--- config.mk ---
export PLATFORM = sky130hd
export DESIGN_NAME = mult_booth_dot_accum
export DESIGN_NICKNAME = d
export VERILOG_FILES = /design/src/rtl/mult_booth_dot_accum_pkg.sv /design/src/rtl/mult_booth_accum_ctrl.sv /design/src/rtl/mult_booth_dot_accum.sv
export SDC_FILE = /design/constraint.sdc
export NUM_CORES = 1
export LEC_CHECK = 0
export CORE_MARGIN = 1.5
export CORE_UTILIZATION = 45
export DETAILED_ROUTE_END_ITERATION = 10
export GPL_TIMING_DRIVEN = 1
export HOLD_SLACK_MARGIN = 0.08
export PLACE_DENSITY_LB_ADDON = 0.2
export SYNTH_ARGS = -nofsm -noshare
export SYNTH_HDL_FRONTEND = slang
export SYNTH_SLANG_ARGS = --single-unit
--- constraint.sdc ---
create_clock -name i_clk -period 3.6 [get_ports i_clk]
set_input_delay 0.72 -clock i_clk [delete_from_list [all_inputs] [get_ports i_clk]]
set_output_delay 0.72 -clock i_clk [all_outputs]
set_load 0.05 [all_outputs]
--- src/rtl/mult_booth_dot_accum_pkg.sv ---
// Shared types and width helpers for the Booth multiplier dot-product stage.
// The accumulator width is derived here so upstream stages can use the same value.
package mult_booth_dot_accum_pkg;

  typedef enum logic [1:0] {
    ST_IDLE  = 2'd0,
    ST_ACCUM = 2'd1,
    ST_HOLD  = 2'd2
  } state_t;

  function automatic int clog2(input int value);
    int res;
    int rem;
    res = 0;
    rem = value - 1;
    while (rem > 0) begin
      res = res + 1;
      rem = rem >> 1;
    end
    return res;
  endfunction

  // Wide enough to sum len full-scale products without overflow.
  function automatic int acc_width(input int data_width, input int len);
    return 2 * data_width + clog2(len);
  endfunction

endpackage

--- src/rtl/mult_booth_accum_ctrl.sv ---
// Sequencing for the dot-product stage: IDLE/ACCUM/HOLD FSM, product counter,
// input-ready generation and load/add/commit strobes for the datapath.
module mult_booth_accum_ctrl
  import mult_booth_dot_accum_pkg::*;
#(
  parameter int ACC_LEN   = 4,
  parameter int CNT_WIDTH = 3
) (
  input  logic                 clk,
  input  logic                 rst_n,
  input  logic                 clr,
  input  logic                 in_valid,
  input  logic                 out_ready,
  output logic                 in_ready,
  output logic                 out_valid,
  output logic                 load,
  output logic                 add,
  output logic                 commit,
  output logic [CNT_WIDTH-1:0] count
);

  localparam logic [CNT_WIDTH-1:0] LAST   = CNT_WIDTH'(ACC_LEN - 1);
  localparam logic                 SINGLE = (ACC_LEN == 1);

  state_t                 state, state_next;
  logic [CNT_WIDTH-1:0]   count_reg, count_next;
  logic                   accept, take, last_beat;

  assign out_valid = (state == ST_HOLD);
  assign in_ready  = ~out_valid | out_ready;
  assign accept    = in_valid & in_ready;
  assign take      = out_valid & out_ready;
  // With a single product per result every accept completes a sum.
  assign last_beat = SINGLE | ((state == ST_ACCUM) && (count_reg == LAST));
  assign count     = count_reg;

  always_ff @(posedge clk or negedge rst_n) begin
    if (!rst_n) begin
      state     <= ST_IDLE;
      count_reg <= '0;
    end else begin
      state     <= state_next;
      count_reg <= count_next;
    end
  end

  always_comb begin
    state_next = state;
    count_next = count_reg;
    if (clr) begin
      state_next = ST_IDLE;
      count_next = '0;
    end else if (accept) begin
      if (last_beat) begin
        state_next = ST_HOLD;
        count_next = '0;
      end else if (state == ST_ACCUM) begin
        count_next = count_reg + CNT_WIDTH'(1);
      end else begin
        state_next = ST_ACCUM;
        count_next = CNT_WIDTH'(1);
      end
    end else if (take) begin
      state_next = ST_IDLE;
    end
  end

  always_comb begin
    load   = accept & ~clr & (state != ST_ACCUM);
    add    = accept & ~clr & (state == ST_ACCUM);
    commit = accept & ~clr & last_beat;
  end

endmodule

--- src/rtl/mult_booth_dot_accum.sv ---
// Dot-product accumulator behind the Booth multiplier: sums ACC_LEN signed
// products and hands the result out over a valid/ready interface.
module mult_booth_dot_accum
  import mult_booth_dot_accum_pkg::*;
#(
  parameter  int DATA_WIDTH = 4,
  parameter  int ACC_LEN    = 4,
  localparam int ACC_WIDTH  = acc_width(DATA_WIDTH, ACC_LEN),
  localparam int CNT_WIDTH  = clog2(ACC_LEN + 1)
) (
  input  logic                    i_clk,
  input  logic                    i_rst_n,
  input  logic                    i_clr,
  input  logic                    i_in_valid,
  output logic                    o_in_ready,
  input  logic [2*DATA_WIDTH-1:0] iv_prod,
  output logic                    o_out_valid,
  input  logic                    i_out_ready,
  output logic [ACC_WIDTH-1:0]    ov_acc,
  output logic [CNT_WIDTH-1:0]    ov_count
);

  generate
    if (ACC_LEN < 1) begin : g_bad_len
      $error("mult_booth_dot_accum: ACC_LEN must be at least 1");
    end
  endgenerate

  logic                        load, add, commit;
  logic signed [ACC_WIDTH-1:0] prod_ext;
  logic signed [ACC_WIDTH-1:0] sum_reg;
  logic signed [ACC_WIDTH-1:0] acc_reg;

  assign prod_ext = ACC_WIDTH'(signed'(iv_prod));
  assign ov_acc   = acc_reg;

  mult_booth_accum_ctrl #(
    .ACC_LEN   (ACC_LEN),
    .CNT_WIDTH (CNT_WIDTH)
  ) u_ctrl (
    .clk       (i_clk),
    .rst_n     (i_rst_n),
    .clr       (i_clr),
    .in_valid  (i_in_valid),
    .out_ready (i_out_ready),
    .in_ready  (o_in_ready),
    .out_valid (o_out_valid),
    .load      (load),
    .add       (add),
    .commit    (commit),
    .count     (ov_count)
  );

  // ov_acc is deliberately untouched by clr; o_out_valid alone qualifies it.
  always_ff @(posedge i_clk or negedge i_rst_n) begin
    if (!i_rst_n) begin
      sum_reg <= '0;
      acc_reg <= '0;
    end else begin
      if (i_clr) begin
        sum_reg <= '0;
      end else if (commit) begin
        sum_reg <= '0;
      end else if (load) begin
        sum_reg <= prod_ext;
      end else if (add) begin
        sum_reg <= sum_reg + prod_ext;
      end
      if (commit) begin
        acc_reg <= (add ? sum_reg : '0) + prod_ext;
      end
    end
  end

endmodule
# Word-level counts from Yosys, hierarchy flattened
# Cells that the tools add are included.
[totals]
register_bits = 25
input_bits = 13
out_inout_bits = 15
word_cells = 40
[op_classes]
add_sub_neg = 3
eq_ne = 5
n_mux = 14
bitwise = 9
n_reduce_logical = 5
[ops]
columns = ["operator", "count"]
rows = [
  ["two-way mux 10 bit", 5],
  ["two-way mux 3 bit", 4],
  ["adder 10 bit", 1],
  ["adder 10 x 8 -> 10 bit", 1],
  ["two-way mux 2 bit", 5],
  ["AND 1 bit", 6],
  ["!= test 4 bit (second input constant)", 1],
  ["nonzero test 4 bit", 1],
  ["adder 3 x 1 -> 3 bit (second input constant)", 1],
  ["== test 3 x 2 -> 1 bit (second input constant)", 1],
  ["nonzero test 3 bit", 1],
  ["== test 2 x 1 -> 1 bit (second input constant)", 1],
  ["== test 2 bit (second input constant)", 1],
  ["!= test 2 x 1 -> 1 bit (second input constant)", 1],
  ["NOT 1 bit", 2],
  ["AND reduction 2 bit", 1],
  ["nonzero test 2 bit", 1],
  ["logical AND 1 bit", 1],
  ["bitwise OR 1 bit", 1],
]

# Depth between registers and ports, before layout
[depth]
word_depth = 10
mapped_depth = 13

# Cells and area by module
# From an unflattened synthesis, not the netlist that was laid out.
[unflattened]
hier_cells = 213
area_unflattened_um2 = 1963.1
[modules_own_cells]
columns = ["mod", "instances", "cells_per_inst", "area_each_um2", "seq_area_each_um2"]
rows = [
  ["mult_booth_dot_accum", 1, 179, 1649.1, 500.5],
  ["mult_booth_accum_ctrl", 1, 34, 314.1, 125.1],
]

# Worst setup path after synthesis
# OpenSTA, ideal clock, no wires.
[synth_timing]
path_kind = "input-to-reg"
from = "in i_clr"
to = "reg acc_reg[6] (netlist: ov_acc[6])"
setup_time_ps = 95
arrival_ps = 2579
required_ps = 3505
slack_ps = 925
stages = 12
path_cell_list = "nor3b_2 > buf_2 > and2_1 > ha_1 > inv_1 > fa_1 > nor2b_1 > o21ai_1 > a21boi_1 > o21a_1 > nor3_1 > o31ai_1"
[synth_via]
elab_chain_len = 5
elab_cells_between_ends = 6
classes_between = "add/sub: 1; mux: 1; bitwise: 4"
[synth_lines]
columns = ["item", "line", "text"]
rows = [
  ["start, declared", "mult_booth_dot_accum.sv:13", "input logic i_clr,"],
  ["NOT 1 bit *", "mult_booth_accum_ctrl.sv:70, mult_booth_accum_ctrl.sv:71", ""],
  ["AND 1 bit *", "mult_booth_accum_ctrl.sv:70, mult_booth_accum_ctrl.sv:71", ""],
  ["AND 1 bit", "mult_booth_accum_ctrl.sv:70", "add = accept & ~clr & (state == ST_ACCUM);"],
  ["two-way mux 10 bit", "mult_booth_dot_accum.sv:70", "acc_reg <= (add ? sum_reg : '0) + prod_ext;"],
  ["adder 10 bit", "mult_booth_dot_accum.sv:70", ""],
  ["end signal, assigned", "mult_booth_dot_accum.sv:70", ""],
  ["end, declared", "mult_booth_dot_accum.sv:32", "logic signed [ACC_WIDTH-1:0] acc_reg;"],
]
# Every way passes the cells marked *; elsewhere a longest branch is shown, timed or not.
# A chain may end at the register's enable or synchronous reset.

# Final worst setup path
[layout_timing]
from = "in i_in_valid"
to = "reg acc_reg[9] (netlist: ov_acc[9])"
[layout_via]
elab_chain_len = 5
elab_cells_between_ends = 6
classes_between = "add/sub: 1; mux: 1; bitwise: 4"
[layout_lines]
columns = ["item", "line", "text"]
rows = [
  ["start, declared", "mult_booth_dot_accum.sv:14", "input logic i_in_valid,"],
  ["AND 1 bit *", "mult_booth_accum_ctrl.sv:31", "assign accept = in_valid & in_ready;"],
  ["AND 1 bit *", "mult_booth_accum_ctrl.sv:70, mult_booth_accum_ctrl.sv:71", ""],
  ["AND 1 bit", "mult_booth_accum_ctrl.sv:70", ""],
  ["two-way mux 10 bit", "mult_booth_dot_accum.sv:70", ""],
  ["adder 10 bit", "mult_booth_dot_accum.sv:70", ""],
]
# Marked as above.

==> impl_metrics.py <==
metrics = {
    "route": {
        "dr_wl_met3_um": 101,
        "via_count": 1501,
        "dr.pass1.iters": 4,
        "ant_nets": 0,
        "route.top_layer_used": "met4",
        "drc": 0,
        "wl_met2_um": 1810,
        "drt-total-wl_um": 3770,
        "wl_per_cell_um": 14.0,
        "wl_met1_um": 1830,
        "vias_per_cell": 5.56,
        "drt_iter0_markers": 53,
    },
    "logic_synthesis": {
        "synthFlopType": "dfrtp_1",
        "syn_nets": 229,
        "synth_top_area_frac": 0.342,
        "synth_most_common_cell": "dfrtp_1",
        "syn-cell-area_um2": 1830,
        "async_flop_share": 1.00,
        "syn_area_per_cell_um2": 9.42,
        "synth_edf_count": 0,
        "seq_area_frac_synth": 0.342,
        "synthTopCellsByArea": "dfrtp_1, ha_1, xor2_1",
        "synth_common_cells": "dfrtp_1, nand2_1, ha_1, o21ai_0, a21oi_1",
        "ys_warn_count": 0,
        "netlist-cell-type-count": 44,
        "synth_cells": 194,
        "yosys_register_bits": 25,
        "synth_top_area_cell": "dfrtp_1",
    },
    "floorplan": {
        "fp.coreArea_um2": 3770,
        "die_w_um": 66.7,
        "initial_core_util": 0.485,
        "ios": 28,
        "core.rowCount": 22,
        "die_y_um": 66.7,
        "floorplan.die_area_um2": 4450,
    },
    "clock_tree": {
        "cts_buffers": 3,
        "cts_tree": "built",
        "clockBufferDepth": 2,
        "clkSinkCount": 25,
        "clk_latency_ps": 270,
        "cts_max_level": 1,
        "cts_hold_buf": 0,
        "root_buffer": "clkbuf_8",
        "path_clk_slew_ps": 90,
        "postCtsSetupBuffers": 0,
        "cts_resized": 0,
    },
    "setup_path": {
        "required_ps": 3740,
        "startpoint": "i_in_valid",
        "crit_path_end_kind": "flip-flop",
        "cp.arrival_ps": 3100,
        "crit-reg2reg-launch": "u_ctrl.state[1]$_DFFE_PN0P_",
        "start_kind": "input pin",
        "cp_max_fo": 12,
        "path_class": "input pin to flip-flop",
    },
    "grt": {
        "grt_max_degree": 26,
        "grt_use_total": 0.191,
        "grt_pass1_wl_um": 6610,
        "grt_pass1_vias": 1470,
        "grt-ovfl-total": 0,
        "antenna_found_initial": 0,
    },
    "finish": {
        "post-route-util": 0.582,
        "drive_gt1_frac": 0.0676,
        "final_area_um2": 2200,
        "fillCellCount": 325,
        "area_growth_pct": 20.1,
        "antenna_cells": 0,
        "nets": 258,
    },
    "placed_design": {
        "gp_congestion": 0.841,
        "dp_hpwl_um": 2980,
        "numPortBuffers": 27,
        "place_area_um2": 2150,
        "dp_slack_ps": 361,
    },
    "power_and_ir_drop": {
        "p_sw_frac": 0.321,
        "total_power_uw": 679,
        "power_density_nw_per_um2": 309,
        "p_switching_uw": 218,
        "p_int_uw": 461,
        "p_comb_frac": 0.289,
        "p_clk_frac": 0.248,
        "p_leak_nw": 1.04,
        "irDropWorstVdd_uv": 173,
        "seqPwrFrac": 0.463,
    },
    "status": {
        "outcome": "complete, no violations",
    },
    "timing": {
        "setup_ws_ps": 644,
        "slew_viol_final": 0,
        "rsz0062_at_grt": "no",
        "relSlewSlack": 0.563,
        "worst_pin_slew_ps": 655,
        "period_needed_ps": 2960,
        "finalHoldViolCount": 0,
        "setup_viol": 0,
        "finClkSkew_ps": 3.51,
        "max_freq_mhz": 338,
        "fin_tns_setup_ps": 0,
        "fin_crit_sh": 0.821,
    },
    "flow_run": {
        "drv_cap": 0,
    },
    "worst_hold_path": {
        "min_path_type": "flip-flop to flip-flop",
        "min-delay-start": "ov_acc[1]$_DFFE_PN0P_",
    },
}
-- cells in the final DEF, fill, tap and decap left out, types with 10 or more instances in the layout --
cell type,n
xor2_1,10
a21oi_1,12
clkdlybuf4s50_1,27
o21ai_0,13
ha_1,20
and2_1,10
inv_1,10
dfrtp_1,25
nand2_1,21
-- per-layer routing --
metal  up-vias  GRT usage
li1        755          -
met1       721      0.276
met2        23      0.309
met3         2     0.0236
met4         0     0.0332
met5         -          0
-- final timing paths --
check	end	slack, ps	cells past startpoint
worst max-delay path	ov_acc[9]$_DFFE_PN0P_	640	11
worst min-delay path	ov_acc[1]$_DFFE_PN0P_	480	2
worst max register to register	ov_acc[9]$_DFFE_PN0P_	1070	11
worst min register to register	ov_acc[1]$_DFFE_PN0P_	480	2
max in group asynchronous	sum_reg[6]$_DFFE_PN0P_	2540	2
min in group asynchronous	ov_acc[0]$_DFFE_PN0P_	820	2
-- per-stage QoR --
| step | std cells | hold slack [ps] |
|---|---|---|
| finish | 270 | 482 |
| CTS | 270 | 492 |
| floorplan | 194 | 424 |
| global route | 270 | 519 |
| detailed placement | 266 | 471 |
| global placement | 266 | 462 |
-- logic make-up (layout without fill, tap and decap cells) --
family                   after synthesis  after routing  share of synthesized area
AO/OA/AOI/OAI                         64             64                      0.236
XOR/XNOR                              15             15                     0.0719
adder cells (fa/ha/maj)               22             22                      0.159
buffers and inverters                 15             43                     0.0335
flip-flops                            25             25                      0.342
multiplexers                           2              2                     0.0116
AND/OR/NAND/NOR                       51             51                      0.146
-- worst max-delay path, stage by stage --
cell and delay [ps]:
clkdlybuf4s50_1 550, nor3b_2 220, buf_4 190, and2_1 130, ha_1 270, a21o_1 200, a21oi_1 140, o21ai_1 150
a311oi_2 300, xnor2_1 150, o21ai_1 70
-- final cells by class --
class	count	area [µm²]	share of cell area
tap	48	60.1	0.0274
sequential	25	626	0.285
timing repair buffer	29	285	0.130
clock inverter	1	5.00	0.00228
multi-input combinational	154	1140	0.520
inverter	10	37.5	0.0171
clock buffer	3	41.3	0.0188
-- power groups by stage --
stage | registers, mW | clock network [mW] | logic (mW)
after CTS | 0.314 | 0.174 | 0.197
after global routing | 0.317 | 0.189 | 0.220
final | 0.314 | 0.168 | 0.197
after floorplan | 0.336 | 0 | 0.116
after detailed placement | 0.320 | 0 | 0.196
after global placement | 0.319 | 0 | 0.189
(Power assumes the default switching activity.)
